## config.mk

```make
export PLATFORM = sky130hd
export DESIGN_NAME = sd_digit_collector
export DESIGN_NICKNAME = d
export VERILOG_FILES = /design/src/rtl/sd_pkg.sv /design/src/rtl/sd_digit_collector.sv
export SDC_FILE = /design/constraint.sdc
export NUM_CORES = 1
export LEC_CHECK = 0
export ABC_AREA = 1
export ABC_CLOCK_PERIOD_IN_PS = 4100
export CORE_MARGIN = 2
export CORE_UTILIZATION = 30
export CTS_CLUSTER_SIZE = 14
export DETAILED_ROUTE_END_ITERATION = 10
export PLACE_DENSITY = 0.54
export SLEW_MARGIN = 5
export SYNTH_ARGS = -nofsm -noshare
export SYNTH_HDL_FRONTEND = slang
export SYNTH_SLANG_ARGS = --single-unit
```

## constraint.sdc

```tcl
create_clock -name clk -period 4.1 [get_ports clk]
set_input_delay 0.82 -clock clk [delete_from_list [all_inputs] [get_ports clk]]
set_output_delay 0.82 -clock clk [all_outputs]
set_load 0.01 [all_outputs]
```

## src/rtl/sd_pkg.sv

```systemverilog
// rtl/sd_pkg.sv - signed-digit encodings, collector state codes and digit helpers
package sd_pkg;

  localparam logic [1:0] SD_ZERO = 2'b00;
  localparam logic [1:0] SD_POS  = 2'b01;
  localparam logic [1:0] SD_NEG  = 2'b10;
  localparam logic [1:0] SD_ZALT = 2'b11;

  typedef enum logic [1:0] {
    ST_COLLECT = 2'd0,
    ST_PAD     = 2'd1,
    ST_HOLD    = 2'd2
  } state_t;

  function automatic logic sd_nonzero(input logic [1:0] d);
    return (d == SD_POS) || (d == SD_NEG);
  endfunction

  // The 11 alias of zero is folded to 00 so the packed word has one zero code.
  function automatic logic [1:0] sd_norm(input logic [1:0] d);
    return (d == SD_ZALT) ? SD_ZERO : d;
  endfunction

endpackage

```

## src/rtl/sd_digit_collector.sv

```systemverilog
// rtl/sd_digit_collector.sv - packs MSB-first signed digits into a zero-padded
// W-digit redundant word with real digit count and CSD flag
module sd_digit_collector
  import sd_pkg::*;
#(
  parameter  int W  = 5,
  localparam int CW = $clog2(W + 1)
) (
  input  logic            clk,
  input  logic            arst,
  input  logic [1:0]      in_digit,
  input  logic            in_valid,
  input  logic            in_last,
  output logic            in_ready,
  output logic [2*W-1:0]  out_x,
  output logic            out_valid,
  input  logic            out_ready,
  output logic [CW-1:0]   out_ndig,
  output logic            out_csd_ok
);

  state_t           r_state;
  state_t           w_state_nxt;
  logic [2*W-1:0]   r_acc;
  logic [CW-1:0]    r_cnt;
  logic [CW-1:0]    r_pad;
  logic             r_csd;
  logic             r_prev_nz;

  logic             w_accept;
  logic             w_pad_shift;
  logic             w_release;
  logic [1:0]       w_digit;
  logic             w_nz;
  logic [CW-1:0]    w_cnt_inc;
  logic [CW:0]      w_fill;

  assign w_digit   = sd_norm(in_digit);
  assign w_nz      = sd_nonzero(w_digit);
  assign w_cnt_inc = r_cnt + 1'b1;
  // Real digits plus pads after this cycle's pad shift.
  assign w_fill    = {1'b0, r_cnt} + {1'b0, r_pad} + {{CW{1'b0}}, 1'b1};

  assign in_ready   = (r_state == ST_COLLECT);
  assign out_valid  = (r_state == ST_HOLD);
  assign out_x      = r_acc;
  assign out_ndig   = r_cnt;
  assign out_csd_ok = r_csd;

  always_ff @(posedge clk or posedge arst) begin
    if (arst) begin
      r_state <= ST_COLLECT;
    end else begin
      r_state <= w_state_nxt;
    end
  end

  always_comb begin
    w_state_nxt = r_state;
    w_accept    = 1'b0;
    w_pad_shift = 1'b0;
    w_release   = 1'b0;
    case (r_state)
      ST_COLLECT: begin
        if (in_valid) begin
          w_accept = 1'b1;
          if (w_cnt_inc == CW'(W)) begin
            w_state_nxt = ST_HOLD;
          end else if (in_last) begin
            w_state_nxt = ST_PAD;
          end
        end
      end
      ST_PAD: begin
        w_pad_shift = 1'b1;
        if (w_fill == (CW + 1)'(W)) begin
          w_state_nxt = ST_HOLD;
        end
      end
      ST_HOLD: begin
        if (out_ready) begin
          w_release   = 1'b1;
          w_state_nxt = ST_COLLECT;
        end
      end
      default: w_state_nxt = ST_COLLECT;
    endcase
  end

  always_ff @(posedge clk or posedge arst) begin
    if (arst) begin
      r_acc     <= '0;
      r_cnt     <= '0;
      r_pad     <= '0;
      r_csd     <= 1'b1;
      r_prev_nz <= 1'b0;
    end else if (w_release) begin
      r_acc     <= '0;
      r_cnt     <= '0;
      r_pad     <= '0;
      r_csd     <= 1'b1;
      r_prev_nz <= 1'b0;
    end else if (w_accept) begin
      r_acc     <= {r_acc[2*W-3:0], w_digit};
      r_cnt     <= w_cnt_inc;
      r_csd     <= r_csd & ~(r_prev_nz & w_nz);
      r_prev_nz <= w_nz;
    end else if (w_pad_shift) begin
      r_acc     <= {r_acc[2*W-3:0], SD_ZERO};
      r_pad     <= r_pad + 1'b1;
    end
  end

endmodule

```

==> results.toml, run 1 <==
[clock_tree]
clockRootBuffer = "clkbuf_8"
cts_sinks = 20
ctsResizeCount = 0
postCtsHoldBufs = 0
clock_path_buffers = 2
cts.clk_slew.worst_paths_ns = 0.07
tritoncts = "done"
clkLatencyLatePin_ns = 0.25
cts_setup_buffers = 0
numCtsBuffers = 3
htreeDepth = 1

[flow_run]
cap_viol_max_count = 0

[global_routing]
grt_usage = 0.120
grt_max_degree = 21
grt_overflow = 0
grt_pass1_vias = 922
antenna_found_initial = 0
grt_pass1_wl_mm = 4.12

[final_layout]
final_common_cell = "nand2_1"
layout_common_cells = "29 x nand2_1, 22 x clkdlybuf4s50_1, 20 x inv_1, 19 x dfrtp_1, 11 x nand3_1"
fin_area_sq_um = 1470
num_antenna_cells = 0
fillCellCount = 389
area_delta_synth_final_pct = 26.6
drive_gt1_frac = 0.164
fin_nets = 169
final_util = 0.399

[yosys]
synth_area_sq_um = 1160
seq_area_frac_synth = 0.431
synth_nets = 145
ys_seq_elements = 20
syn_avg_cell_area_sq_um = 9.02
ys_top_cells_by_area = "dfrtp_1 41%, nand2_1 9.4%, ha_1 8.6%, nand3_2 8.6%, inv_1 6.5%"
synth.top_cell.area_share = 0.409
yosys_warnings = 0
synthesis.instances = 129
yosysTopAreaCell = "dfrtp_1"
synth.distinct_cells = 23

[setup_path]
required_ns = 3.28
crit_arrival_ns = 1.46
critPathKind = "register to output port"
cp-start-kind = "register"
r2r_slack_ns = 2.42
cp_max_fo = 4
endpoint_kind = "output port"
r2r_cells = 9

[sta]
setup_ws_ns = 1.82
whs_ns = 0.528
finalHoldViolations = 0
rsz0062_at_grt = "false"
finalSetupTns_ns = 0
fin_crit_ns = 2.28
relSlewSlack = 0.474
fin_crit_sh = 0.556
clock.fmax_mhz = 438
tightest_slew_ns = 0.788
drv_slew = 0
setup_viol = 0
fin_skew_ns = 0.00122

[place]
port_buffers = 22
preCtsSetupSlack_ns = 1.98
place.gp.congestion = 0.797
place_area_sq_um = 1420
dp_hpwl_mm = 1.82

[floorplanning]
fp.dieW_um = 66.3
io_pins = 23
die_area_sq_um = 4390
core_sq_um = 3690
initial_utilization = 0.315
num_rows = 22
die_h_um = 66.3

[detailed_routing]
vias = 894
via_per_inst = 4.47
drt_iter0_markers = 40
drtAntennaViolNets = 0
dr.pass1.iters = 4
wl_per_cell_um = 11.4
finalWirelength_mm = 2.27
drcViolationCount = 0

[min_path]
worstHoldPathCells = 2
hp-class = "register to register"

[pwr]
vdd_ir_drop_max_mv = 0.102
power_density_nw_per_um2 = 243
leakagePower_nw = 0.757

[run_status]
outcome = "finished clean"
## per-layer routing
metal | share of wire | vias up | track usage
met5 | 0 | - | 0
met4 | 0 | 0 | 0.0230
met3 | 0.034 | 0 | 0.0170
met2 | 0.50 | 15 | 0.201
met1 | 0.47 | 423 | 0.164
li1 | - | 456 | -
## critical path, cell delays in order (launching register included)
cell,delay (ns)
dfrtp_1,0.46
nor2_4,0.19
clkdlybuf4s50_1,0.56
## kinds of logic after synthesis
logic type / synth area share
AND/OR/NAND/NOR: 0.317
buffers and inverters: 0.0989
flip-flops: 0.431
AO/OA/AOI/OAI: 0.0419
adder cells (fa/ha/maj): 0.103
XOR/XNOR: 0.00753
## where the power goes
group / switching [W] / internal [W] / leakage [nW]
Combinational: 0.00000643 / 0.00000594 / 0.478
Clock: 0.0000626 / 0.0000853 / 0.0288
Sequential: 0 / 0.000197 / 0.250
Total: 0.0000691 / 0.000288 / 0.757
## registers in the layout (all words and copies together) (netlist names)
signal and count:
out_csd_ok 1, r_state 2, r_pad 3, out_x 10, r_prev_nz 1, out_ndig 3
## Yosys cell counts (all sizes together)
cell	n
nand2	34
inv	23
nand3	21
dfrtp	19
ha	8
nor2	6
o21ai	6
buf	3
nand3b	2
a21oi	1
dfstp	1
fa	1
o22ai	1
o31ai	1
or2	1
xor2	1
## through the flow
step	total power [W]	std cells
after floorplan	0.000206	129
after global routing	0.000375	200
after global placement	0.000214	196
after CTS	0.000363	200
final	0.000357	200
after detailed placement	0.000214	196
## area by class of cell
| class | instances | area, sq um | area share |
|---|---|---|---|
| flip-flops and latches | 20 | 502 | 0.341 |
| inverters | 23 | 88.8 | 0.0603 |
| repair buffers | 22 | 220 | 0.150 |
| well taps | 48 | 60.1 | 0.0408 |
| clock buffers | 4 | 55.1 | 0.0374 |
| multi-input cells | 83 | 547 | 0.371 |
## worst paths after layout
path                                         start                       to
hold / removal                out_x[8]$_DFFE_PP0P_     out_x[8]$_DFFE_PP0P_
hold reg to reg               out_x[8]$_DFFE_PP0P_     out_x[8]$_DFFE_PP0P_
max in group asynchronous                     arst   r_state[0]$_DFFE_PP0P_
setup / recovery            r_state[0]$_DFFE_PP0P_                 in_ready
min in group asynchronous                     arst  out_ndig[0]$_DFFE_PP0P_
setup reg to reg           out_ndig[0]$_DFFE_PP0P_   r_state[1]$_DFFE_PP0P_
Note: power is estimated with default switching activity, not from simulation.
==> inputs of run 2 (changes only) <==
--- a/config.mk
+++ b/config.mk
@@ -6,7 +6,7 @@
 export NUM_CORES = 1
 export LEC_CHECK = 0
 export ABC_AREA = 1
-export ABC_CLOCK_PERIOD_IN_PS = 4100
+export ABC_CLOCK_PERIOD_IN_PS = 2300
 export CORE_MARGIN = 2
 export CORE_UTILIZATION = 30
 export CTS_CLUSTER_SIZE = 14
==> constraint.sdc (replaced) <==
create_clock -name clk -period 2.3 [get_ports clk]
set_input_delay 0.46 -clock clk [delete_from_list [all_inputs] [get_ports clk]]
set_output_delay 0.46 -clock clk [all_outputs]
set_load 0.01 [all_outputs]
==> run 2 against run 1 <==
  * Total power is 110% higher
  * First-iteration DRC count decreased by 28%
  * Combinational power grew 84%
  * Critical path depth unchanged
  * Critical endpoint unchanged
==> results.toml, run 2 (synthesis gave the netlist of run 1 again) <==
[run_status]
outcome = "finished clean"

[final_layout]
layout_common_cells = "29 x nand2_1, 22 x clkdlybuf4s50_1, 20 x inv_1, 19 x dfrtp_1, 11 x nand3_1"
final_common_cell = "nand2_1"
area_delta_synth_final_pct = 28.6
drive_gt1_frac = 0.170
largest_register_ffs = 10
fin_nets = 170
num_antenna_cells = 0

[floorplanning]
io_pins = 23
fp.dieW_um = 66.3
die_area_sq_um = 4390
core_sq_um = 3690
die_h_um = 66.3
initial_utilization = 0.315
num_rows = 22

[clock_tree]
clock_path_buffers = 2
tritoncts = "done"
clkLatencyLatePin_ns = 0.27
ctsResizeCount = 0
htreeDepth = 1
cts_sinks = 20
postCtsHoldBufs = 0
cts.clk_slew.worst_paths_ns = 0.08
clockRootBuffer = "clkbuf_8"
cts_setup_buffers = 0
numCtsBuffers = 3

[setup_path]
crit_arrival_ns = 1.48
required_ns = 1.84
critPathKind = "register to output port"
cp_max_fo = 4
endpoint_kind = "output port"
cp-start-kind = "register"

[place]
port_buffers = 22
place.gp.congestion = 0.794
dp_hpwl_mm = 1.82

[sta]
fin_skew_ns = 0.00955
whs_ns = 0.512
fin_crit_sh = 0.842
clock.fmax_mhz = 516
drv_slew = 0
relSlewSlack = 0.825
tightest_slew_ns = 0.262
setup_viol = 0
fin_crit_ns = 1.94
finalSetupTns_ns = 0
finalHoldViolations = 0
rsz0062_at_grt = "false"

[global_routing]
grt_usage = 0.118
grt_overflow = 0
grt_max_degree = 21
grt_pass1_vias = 859
antenna_found_initial = 0
grt_pass1_wl_mm = 3.81

[detailed_routing]
drtAntennaViolNets = 0
via_per_inst = 4.39
dr.pass1.iters = 3
drt_iter0_markers = 29
finalWirelength_mm = 2.33
vias = 882
wl_per_cell_um = 11.6
drcViolationCount = 0

[pwr]
vdd_ir_drop_max_mv = 0.463
leakagePower_nw = 0.768
power_density_nw_per_um2 = 490

[min_path]
hp-class = "primary input to async pin"

[flow_run]
cap_viol_max_count = 0
run 2: changes by cell type in the layout (fill, tap and decap cells not counted):
| cell | before | now |
|---|---|---|
| bufinv_16 | 0 | 1 |
| buf_4 | 0 | 1 |
| clkbuf_8 | 4 | 3 |
run 2: cell type report:
| type | count | area [sq um] |
|---|---|---|
| fill | 371 | 2190 |
| multi-input combinational | 83 | 547 |
| sequential | 20 | 502 |
| timing repair buffer | 23 | 228 |
| inverter | 23 | 88.8 |
| tap | 48 | 60.1 |
| clock buffer | 3 | 41.3 |
| clock inverter | 1 | 30.0 |
run 2: worst paths after layout:
path,slack [ns],startpoint,to,cells after the start
worst max-delay path,0.36,r_state[0]$_DFFE_PP0P_,in_ready,2
min in group clk,0.52,out_x[8]$_DFFE_PP0P_,out_x[8]$_DFFE_PP0P_,2
worst max register to register,0.59,out_ndig[0]$_DFFE_PP0P_,r_state[1]$_DFFE_PP0P_,9
worst min register to register,0.52,out_x[8]$_DFFE_PP0P_,out_x[8]$_DFFE_PP0P_,2
max in group asynchronous,1.50,arst,out_csd_ok$_DFFE_PP1P_,3
worst min-delay path,0.51,arst,out_ndig[2]$_DFFE_PP0P_,3
run 2: per-layer routing:
layer	global-route usage	vias up	routed length, um
met5	0	-	0
met1	0.142	409	1060
met4	0.0306	0	22
met3	0.0426	3	118
met2	0.199	18	1130
li1	-	452	-
run 2: power breakdown:
| part | leakage (nW) | internal (W) | switching, W |
|---|---|---|---|
| clock network | 0.0357 | 0.000233 | 0.000126 |
| registers | 0.250 | 0.000351 | 0 |
| logic | 0.482 | 0.0000117 | 0.0000111 |
run 2: critical path, cell delays in order (launching register included):
cell,delay (ns)
dfrtp_1,0.46
nor2_4,0.19
clkdlybuf4s50_1,0.56
run 2: per-stage QoR:
stage / power, W / instances / util / cell area [sq um] / setup WS (ns)
2_1_floorplan: 0.000366 / 129 / - / 1160 / 0.695
6_report: 0.000733 / 201 / 0.406 / 1500 / 0.364
4_1_cts: 0.000746 / 201 / 0.406 / 1500 / 0.348
5_1_grt: 0.000760 / 201 / 0.406 / 1500 / 0.309
3_3_place_gp: 0.000382 / 197 / 0.386 / 1430 / 0.555
3_5_place_dp: 0.000382 / 197 / 0.386 / 1430 / 0.534
